**src/rtl/vga_timing_controller.sv**
```systemverilog
`default_nettype none
// ============================================================================
//  Module      : vga_timing_controller
//  Description : 640x480@60 Hz VGA raster timing from the 25 MHz pixel clock.
//                Issues framebuffer reads through a fixed-latency read port.
//                Delivers pipeline-aligned RGB, syncs and blanking to
//                vga_adapter.
//  Optional    : VGA_TEST_PATTERN_EN enables internal colour bars, which are
//                selected per pixel by test_pattern.
//  Ports       : clk, rst            - pixel clock, sync active-high reset
//                fb_read/fb_x/fb_y   - framebuffer request (zero when idle)
//                fb_data             - {r,g,b}, FETCH_LATENCY after request
//                test_pattern        - colour-bar select (macro builds only)
//                r, g, b             - 4-bit colour, 0 during blanking
//                horizontal_sync     - level set by SYNC_ACTIVE
//                vertical_sync       - level set by SYNC_ACTIVE
//                video_output        - active-video flag
//                frame_start         - pulse one cycle after counters hit (0,0)
//  Revision    : 1.0 - initial release
// ============================================================================
module vga_timing_controller #(
   parameter int   H_VISIBLE     = 640,
   parameter int   H_FRONT       = 16,
   parameter int   H_SYNC        = 96,
   parameter int   H_BACK        = 48,
   parameter int   V_VISIBLE     = 480,
   parameter int   V_FRONT       = 10,
   parameter int   V_SYNC        = 2,
   parameter int   V_BACK        = 33,
   parameter logic SYNC_ACTIVE   = 1'b0,
   parameter int   FETCH_LATENCY = 2
) (
   input  logic        clk,
   input  logic        rst,
   output logic        fb_read,
   output logic [9:0]  fb_x,
   output logic [9:0]  fb_y,
   input  logic [11:0] fb_data,
   input  logic        test_pattern,
   output logic [3:0]  r,
   output logic [3:0]  g,
   output logic [3:0]  b,
   output logic        horizontal_sync,
   output logic        vertical_sync,
   output logic        video_output,
   output logic        frame_start
);

   // Pipeline depth from counter state to the outputs.
   localparam int        c_L        = FETCH_LATENCY + 1;
   localparam logic [9:0] c_H_LAST   = 10'(H_VISIBLE + H_FRONT + H_SYNC + H_BACK - 1);
   localparam logic [9:0] c_V_LAST   = 10'(V_VISIBLE + V_FRONT + V_SYNC + V_BACK - 1);
   localparam logic [9:0] c_H_VIS    = 10'(H_VISIBLE);
   localparam logic [9:0] c_V_VIS    = 10'(V_VISIBLE);
   localparam logic [9:0] c_HS_FIRST = 10'(H_VISIBLE + H_FRONT);
   localparam logic [9:0] c_HS_LAST  = 10'(H_VISIBLE + H_FRONT + H_SYNC - 1);
   localparam logic [9:0] c_VS_FIRST = 10'(V_VISIBLE + V_FRONT);
   localparam logic [9:0] c_VS_LAST  = 10'(V_VISIBLE + V_FRONT + V_SYNC - 1);

   logic [9:0]     r_h;
   logic [9:0]     r_v;
   logic           w_vis;
   logic           w_hs;
   logic           w_vs;
   logic           w_pat;
   logic [c_L:1]   r_vis_d;
   logic [c_L:1]   r_hs_d;
   logic [c_L:1]   r_vs_d;
   logic [11:0]    w_colour;
   logic [11:0]    r_rgb;
   logic           r_frame_start;

   // ------------------------------------------------------------------
   // Raster counters
   // ------------------------------------------------------------------
   always_ff @(posedge clk) begin
      if (rst) begin
         r_h <= '0;
         r_v <= '0;
      end else if (r_h == c_H_LAST) begin
         r_h <= '0;
         r_v <= (r_v == c_V_LAST) ? '0 : r_v + 10'd1;
      end else begin
         r_h <= r_h + 10'd1;
      end
   end

   // Stage 0: decode straight from the counters
   assign w_vis = (r_h < c_H_VIS) && (r_v < c_V_VIS);
   assign w_hs  = (r_h >= c_HS_FIRST) && (r_h <= c_HS_LAST);
   assign w_vs  = (r_v >= c_VS_FIRST) && (r_v <= c_VS_LAST);

`ifdef VGA_TEST_PATTERN_EN
   // Pattern select and bar index travel alongside vis so the bar colour
   // lands in the same cycle a fetched pixel would.
   logic [FETCH_LATENCY:1] r_pat_d;
   logic [2:0]             r_bar_d [1:FETCH_LATENCY];

   assign w_pat = test_pattern;

   always_ff @(posedge clk) begin
      if (rst) begin
         for (int i = 1; i <= FETCH_LATENCY; i++) begin
            r_pat_d[i] <= 1'b0;
            r_bar_d[i] <= 3'd0;
         end
      end else begin
         for (int i = FETCH_LATENCY; i >= 2; i--) begin
            r_pat_d[i] <= r_pat_d[i-1];
            r_bar_d[i] <= r_bar_d[i-1];
         end
         r_pat_d[1] <= test_pattern;
         r_bar_d[1] <= r_h[9:7];
      end
   end

   always_comb begin
      w_colour = fb_data;
      if (r_pat_d[FETCH_LATENCY]) begin
         w_colour = {{4{r_bar_d[FETCH_LATENCY][0]}},
                     {4{r_bar_d[FETCH_LATENCY][1]}},
                     {4{r_bar_d[FETCH_LATENCY][2]}}};
      end
   end
`else
   // Port kept for pin compatibility; the framebuffer path is always used.
   logic w_unused_test_pattern;
   assign w_unused_test_pattern = test_pattern;
   assign w_pat    = 1'b0;
   assign w_colour = fb_data;
`endif

   // ------------------------------------------------------------------
   // Framebuffer request: suppressed during reset and while bars are shown
   // ------------------------------------------------------------------
   assign fb_read = w_vis & ~rst & ~w_pat;
   assign fb_x    = fb_read ? r_h : 10'd0;
   assign fb_y    = fb_read ? r_v : 10'd0;

   // ------------------------------------------------------------------
   // Control delay line; stage FETCH_LATENCY lines up with fb_data
   // ------------------------------------------------------------------
   always_ff @(posedge clk) begin
      if (rst) begin
         r_vis_d       <= '0;
         r_hs_d        <= '0;
         r_vs_d        <= '0;
         r_frame_start <= 1'b0;
      end else begin
         r_vis_d       <= {r_vis_d[c_L-1:1], w_vis};
         r_hs_d        <= {r_hs_d[c_L-1:1], w_hs};
         r_vs_d        <= {r_vs_d[c_L-1:1], w_vs};
         r_frame_start <= (r_h == 10'd0) && (r_v == 10'd0);
      end
   end

   // Colour register loads only for visible pixels, so blanking is black
   // no matter what the read port returns.
   always_ff @(posedge clk) begin
      if (rst) begin
         r_rgb <= '0;
      end else if (r_vis_d[FETCH_LATENCY]) begin
         r_rgb <= w_colour;
      end else begin
         r_rgb <= '0;
      end
   end

   assign r               = r_rgb[11:8];
   assign g               = r_rgb[7:4];
   assign b               = r_rgb[3:0];
   assign video_output    = r_vis_d[c_L];
   assign horizontal_sync = r_hs_d[c_L] ? SYNC_ACTIVE : ~SYNC_ACTIVE;
   assign vertical_sync   = r_vs_d[c_L] ? SYNC_ACTIVE : ~SYNC_ACTIVE;
   assign frame_start     = r_frame_start;

endmodule
`default_nettype wire

```
**config.mk**
```make
export PLATFORM = sky130hd
export DESIGN_NAME = vga_timing_controller
export DESIGN_NICKNAME = d
export VERILOG_FILES = /design/src/rtl/vga_timing_controller.sv
export SDC_FILE = /design/constraint.sdc
export NUM_CORES = 1
export LEC_CHECK = 0
export ABC_AREA = 1
export CAP_MARGIN = 20
export CORE_UTILIZATION = 40
export CTS_CLUSTER_DIAMETER = 120
export CTS_CLUSTER_SIZE = 12
export DETAILED_ROUTE_END_ITERATION = 8
export GPL_TIMING_DRIVEN = 0
export PLACE_DENSITY = 0.8
export SLEW_MARGIN = 20
export SYNTH_ARGS = -nofsm -noshare
export SYNTH_HDL_FRONTEND = slang
export SYNTH_SLANG_ARGS = --single-unit
```
**constraint.sdc**
```tcl
create_clock -name clk -period 1.5 [get_ports clk]
set_input_delay 0.3 -clock clk [delete_from_list [all_inputs] [get_ports clk]]
set_output_delay 0.3 -clock clk [all_outputs]
set_load 0.02 [all_outputs]
```
Yosys cells after proc, flatten, opt, wreduce, memory -nomap -nowiden

Index checks and enable logic that the tools add are counted.
Widths: inputs -> output; s select.

Register bits: 42
Input bits: 15
Output and inout bits: 37
Logic and storage cells: 33

Add/subtract/negate cells: 2
Order comparisons: 6
Equal/unequal tests: 2
Multiplexer cells: 5
Bitwise gates (word level): 3
Reductions and logical operators: 8

Operators with widths:

| cell                  | number |
|---|---|
| $mux 10               | 3 |
| $add 10x1->10 const B | 2 |
| $eq 10x10->1 const B  | 2 |
| $logic_not 10->1      | 2 |
| $ge 10x10->1 const B  | 1 |
| $ge 10x9->1 const B   | 1 |
| $le 10x10->1 const B  | 1 |
| $le 10x9->1 const B   | 1 |
| $lt 10x10->1 const B  | 1 |
| $lt 10x9->1 const B   | 1 |
| $logic_and 1x1->1     | 4 |
| $reduce_or 2->1       | 2 |
| $mux 1                | 2 |
| $not 1->1             | 2 |
| $and 1x1->1           | 1 |

Logic depth before layout (Yosys ltp)

Gate-level depths: netlist (run 1).

Depth after elaboration: 4
Mapped depth: 9
Mapped depth without buffers: 9

Least setup slack after synthesis (run 1)

Ideal clock, no wire load.

Kind: input-to-output
Start point: in rst
End point: out fb_x[0]
Arrival time: 1,241 ps
Path slack: -41 ps
Cell stages on the path: 5
Buffers on the path: 2
Cell sequence: buf_2 nor2_1 nand4_1 clkbuf_1 nor2_1

Cells in the longest elaborated chain, start to end: 3

RTL lines:

| what            | line | source |
|---|---|---|
| start, declared | 34   | `input logic rst,` |
| $not 1->1       | 136  | `assign fb_read = w_vis & ~rst & ~w_pat;` |
| $and 1x1->1     | 136  |  |
| $mux 10         | 137  | `assign fb_x = fb_read ? r_h : 10'd0;` |
| end, declared   | 36   | `output logic [9:0] fb_x,` |

No other way between the ends.

Worst setup path after layout (run 1)

Start point: reg r_v[6]
End point: out fb_x[0]

Cells in the longest elaborated chain, start to end: 4

RTL lines:

| what                   | line | source |
|---|---|---|
| start, declared        | 61   | `logic [9:0] r_v;` |
| start signal, assigned | 82   | `r_v <= (r_v == c_V_LAST) ? '0 : r_v + 10'd1;` |
| $lt 10x9->1            | 89   | `assign w_vis = (r_h < c_H_VIS) && (r_v < c_V_VIS);` |
| $logic_and 1x1->1      | 89   |  |
| $and 1x1->1            | 136  |  |
| $mux 10                | 137  |  |

No other way between the ends.

==> out/results.ini, run 1 <==
[run_status]
status=finished, violations left
violations=negative setup slack

[yosys]
synthTopCellsByArea=dfxtp_1 44%, nor2_1 15%, nand2_1 9.1%, inv_1 7.9%, xor2_1 2.8%
syn_nets=289
yosys.area.top_type=dfxtp_1
yosysSeqAreaShare_pct=44.2
synth_top_area_share_pct=44.2
synth_seq_cells=42
yosysUniqueCellTypes=26
synthCells=270
synth.cell_area_mm2=0.00190
avgSynthCellArea_um2=7.04
ys_warn_count=0

[grt]
grt_util_met1_pct=26.2
grt_remaining_overflow=0
grt_pass1_vias=1658
grt_util_met2_pct=33.1
grtUsageTotal_pct=20.3
grt_max_degree=14
grt_busiest_layer=met2
grt_use_met3_pct=4.84
antenna_found_initial=0
grt_pass1_wl_um=7910

[worst_setup_path]
slowest_stage=dfxtp_2
start_kind=register
critPathMaxStageDelay_ns=0.33
cpLargestDelayFamily=buffers and inverters
worstSetupPathType=register to output pin
critical_path_arrival_ns=1.49
required_ns=1.20
cp_common_cell=nand4_1
end_kind=output pin
worst-path-max-fanout=5
cp_cell_sequence=nand4_1 > nand4_1 > buf_6 > clkbuf_16 > nor2_2 > buf_4
cp_num_buf_inv=3

[pwr]
finalPower_mw=2.28
p_leak_nw=1.37
p_per_area_mw_per_mm2=775
vdd_ir_drop_max_v=0.000585

[routing]
drc=0
via_per_inst=4.76
first_iter_violations=148
drt-total-wl_um=4820
vias=1872
firstDrtPassIters=6
wl_per_cell_um=12.3
postRouteAntennaNets=0

[placement]
placed_area_mm2=0.00246
dp_hpwl_um=3000
portBuffers=48
routabilityCongestion=0.846

[min_path]
hold_class=input pin to register

[timing]
hold_ws_ns=0.317
fin_ws_ns=-0.293
finalHoldViolCount=0
setup_viol=20
setup_tns_ns=-5.21
rsz0062_at_grt=true
fmax_mhz=558
fin_crit_ns=1.79
post-route-period-util_pct=120
clock_skew_ns=0.00789
slew_viol_final=0

[final_layout]
antenna_cells=0
finalInstanceArea_mm2=0.00294
drive_gt1_share_pct=30.2
areaGrowthSynthToFinish_pct=54.7
nets=359

[clock_network]
ctsHtreeMaxLevel=2
clock_latency_ns=0.30
cts_buffers=5
cts_root_buffer=clkbuf_8
cts_max_path_buffers=2
path_clk_slew_ns=0.08
clock-sinks=42
cts_tree=yes

[floorplanning]
row_count=24
dieArea_mm2=0.00503
die_w_um=71.0
start_util_pct=42.5
die_h_um=71.0
io_pins=52
core_area_mm2=0.00447

[job]
maxCapViolCount=0

[cells by family after synthesis]
| kind of cell | after synthesis | share of synthesized area, % |
|---|---|---|
| AND/OR/NAND/NOR | 155 | 36.9 |
| buffers and inverters | 54 | 11.2 |
| flip-flops | 42 | 44.2 |
| AO/OA/AOI/OAI | 8 | 2.10 |
| XOR/XNOR | 6 | 2.76 |
| adder cells (fa/ha/maj) | 4 | 2.63 |
| other | 1 | 0.197 |
[sequential cells by signal, summed over array words and instances, names as in the netlist]
register     cells
frame_start      1
r_h             10
r_hs_d           3
r_rgb           12
r_v             10
r_vis_d          3
r_vs_d           3
[layout make-up]
type / count / area, µm²
clock inverter: 2 / 37.5
multi-input combinational: 174 / 1020
timing repair buffer: 63 / 643
sequential: 42 / 856
buffer: 6 / 63.8
fill: 357 / 1530
inverter: 48 / 180
tap: 52 / 65.1
clock buffer: 6 / 72.6
[where the power goes]
group	leakage [nW]	switching, mW	internal, mW	total (mW)
logic	0.973	0.123	0.114	0.237
clock network	0.0514	0.401	0.497	0.898
registers	0.346	0.0102	1.13	1.14
total	1.37	0.534	1.74	2.28
[worst paths after layout]
check             startpoint        end  slack [ns]  cells past startpoint
hold / removal           rst  r_vs_d[3]        0.32                      2
setup / recovery      r_v[6]    fb_x[0]       -0.29                      6
setup reg to reg      r_h[1]     r_h[8]        0.05                      7
hold reg to reg    r_hs_d[1]  r_hs_d[2]        0.40                      2
[what timing repair did]
item / 4_1_cts / 5_1_grt
setup buffers: 10 / 4
cloned: 1 / 0
endpoints found under the setup margin: 53 / 40
gates resized for setup: 171 / 30
pin swaps: 3 / 4
hold buffers: 0 / 0
hold endpoints to repair: 0 / 0
[metal layers]
metal	up-vias	share of wire, %
met4	0	1.5
li1	945	-
met2	63	51
met1	855	42
met3	9	5.4
met5	-	0
[cells in the mapped netlist]
| master | instances |
|---|---|
| a21oi_1 | 5 |
| buf_2 | 2 |
| buf_4 | 2 |
| clkbuf_1 | 2 |
| conb_1 | 1 |
| dfxtp_1 | 42 |
| ha_1 | 4 |
| inv_1 | 40 |
| inv_2 | 8 |
| nand2_1 | 46 |
| nand2_2 | 5 |
| nand2_4 | 1 |
| nand3_1 | 10 |
| nand3_2 | 2 |
| nand3_4 | 1 |
| nand4_1 | 7 |
| nor2_1 | 74 |
| nor2_2 | 2 |
| nor2_4 | 1 |
| nor2_8 | 1 |
| nor3_1 | 3 |
| nor3b_2 | 1 |
| nor4_1 | 1 |
| o21ai_0 | 2 |
| o21ai_1 | 1 |
| xor2_1 | 6 |
[per-stage QoR]
step / std cells / util [%] / setup WS (ns)
6_report: 393 / 65.7 / -0.293
2_1_floorplan: 270 / - / -0.0412
3_3_place_gp: 370 / 55.0 / -0.687
5_1_grt: 393 / 65.7 / -0.364
3_5_place_dp: 370 / 55.0 / -0.738
4_1_cts: 389 / 62.4 / -0.274
[placed cells by master, fill, tap and decap left out, types with 2 or more instances in the layout]
cell type,count
dfxtp_2,9
ha_1,3
clkbuf_1,2
nand3_1,10
nand3_4,2
xor2_1,6
buf_4,12
buf_6,23
clkdlybuf4s50_1,12
inv_2,9
nand2_1,44
nor2_1,54
nor2_2,2
nor3_1,3
nand2_2,5
nand2_4,3
o21ai_0,2
inv_1,39
a21oi_1,5
dfxtp_1,32
nor2_4,21
clkbuf_8,5
dlygate4sd2_1,15
clkbuf_16,2
nand4_1,7
Note: power is estimated with default switching activity, not from simulation.
==> run 2, diff against run 1 <==
--- a/config.mk
+++ b/config.mk
@@ -7,12 +7,12 @@
 export LEC_CHECK = 0
 export ABC_AREA = 1
 export CAP_MARGIN = 20
-export CORE_UTILIZATION = 40
+export CORE_UTILIZATION = 47
 export CTS_CLUSTER_DIAMETER = 120
 export CTS_CLUSTER_SIZE = 12
 export DETAILED_ROUTE_END_ITERATION = 8
 export GPL_TIMING_DRIVEN = 0
-export PLACE_DENSITY = 0.8
+export PLACE_DENSITY = 0.9
 export SLEW_MARGIN = 20
 export SYNTH_ARGS = -nofsm -noshare
 export SYNTH_HDL_FRONTEND = slang
==> out/results.ini, run 2 (same netlist as run 1, synthesis figures left out) <==
[routing]
wl_per_cell_um=16.1
postRouteAntennaNets=0
drc=0
drt-total-wl_um=6310
vias=2071
via_per_inst=5.30
firstDrtPassIters=7
first_iter_violations=216

[final_layout]
areaGrowthSynthToFinish_pct=56.5
drive_gt1_share_pct=30.3
fillers=240
seqCellArea_um2=852
nets=361
final_common_cell=nor2_1
regMostFlops=r_rgb
largest_reg_flops=12
multi_input_area_mm2=0.00104
largest_registers=r_rgb: 12 flops, r_h: 10 flops, r_v: 10 flops
layout_common_cells=54 x nor2_1, 45 x nand2_1, 39 x inv_1, 33 x dfxtp_1, 27 x buf_6
final_cells=391
antenna_cells=0

[grt]
grt_max_degree=15
antenna_found_initial=0
grt_pass1_wl_um=8410
grt_pass1_vias=1841
grt_remaining_overflow=0
grtUsageTotal_pct=26.7

[worst_setup_path]
reg2regPathDepth=7
crit_end=fb_x[8]
reg2reg_from=r_h[5]
startpoint=r_h[9]
critical_path_arrival_ns=1.55
end_kind=output pin
r2r_end=r_h[4]
r2r_slack_ns=0
start_kind=register
worst-path-max-fanout=5
required_ns=1.20
worstSetupPathType=register to output pin

[floorplanning]
io_pins=52
dieArea_mm2=0.00430
start_util_pct=50.4
core_area_mm2=0.00377
row_count=22
die_h_um=65.6
die_w_um=65.6

[timing]
slew_viol_final=0
finalHoldViolCount=0
post-route-period-util_pct=123
fmax_mhz=540
setup_tns_ns=-6.29
hold_ws_ns=0.322
fin_crit_ns=1.85
fin_ws_ns=-0.352
setup_viol=20
rsz0062_at_grt=true
clock_skew_ns=0.00990

[placement]
routabilityCongestion=0.874
portBuffers=48
dp.cells=366
preCtsSetupSlack_ns=-0.771
dp_hpwl_um=3130

[clock_network]
clock-sinks=42
path_clk_slew_ns=0.09
clock_latency_ns=0.31
cts_tree=yes
cts_root_buffer=clkbuf_8
ctsHoldBuffers=0
ctsHtreeMaxLevel=2
cts_buffers=5
cts_max_path_buffers=2

[job]
maxCapViolCount=0

[pwr]
vdd_ir_drop_max_v=0.000658
p_per_area_mw_per_mm2=840
p_leak_nw=1.38
finalPower_mw=2.50

[min_path]
worstHoldStart=rst
hold_class=input pin to register

[run_status]
status=finished, violations left
violations=negative setup slack

[run 2: layout make-up]
| cell class | count | share of cell area (%) |
|---|---|---|
| clock inverter | 3 | 2.31 |
| buffer | 6 | 2.14 |
| sequential | 42 | 28.6 |
| tap | 48 | 2.02 |
| timing repair buffer | 65 | 21.7 |
| clock buffer | 5 | 2.31 |
| inverter | 48 | 6.05 |
| multi-input combinational | 174 | 34.8 |
[run 2: repair_timing]
item / in CTS / in global routing
setup endpoints to repair: 49 / 38
gates cloned: 1 / 0
resized for setup: 170 / 34
setup buffers: 11 / 5
pin swaps: 3 / 4
hold endpoints to repair: 0 / 0
[run 2: metal layers]
layer | track usage [%] | share of wire [%]
met1 | 28.5 | 36
met2 | 45.9 | 53
met3 | 5.56 | 6.7
met4 | 19.8 | 5.1
met5 | 0 | 0
[run 2: per-stage QoR]
step	cell area, µm²	utilization [%]
floorplan	1910	-
global placement	2450	65.1
detailed placement	2450	65.1
CTS	2810	74.4
global route	2980	78.9
finish	2980	78.9
[run 2: critical path, cell delays in order (launching register included)]
cell       delay, ns
dfxtp_1         0.37
nand2_1         0.13
nand4_1         0.17
buf_6           0.18
clkbuf_16       0.16
nor2_4          0.09
buf_6           0.12
[run 2: how the worst min path moves through the flow]
stage / to / slack (ns) / depth (start not counted)
after CTS: r_vis_d[2] / 0.31 / 2
after global routing: r_v[5] / 0.35 / 2
after floorplan: r_hs_d[2] / 0.39 / 2
final: r_vis_d[2] / 0.32 / 2
after detailed placement: r_hs_d[2] / 0.39 / 2
after global placement: r_vs_d[3] / 0.39 / 2
[run 2: power breakdown]
part           switching (mW)  internal [mW]
Clock                   0.427          0.667
Sequential             0.0150           1.14
Combinational           0.137          0.117
Total                   0.579           1.92
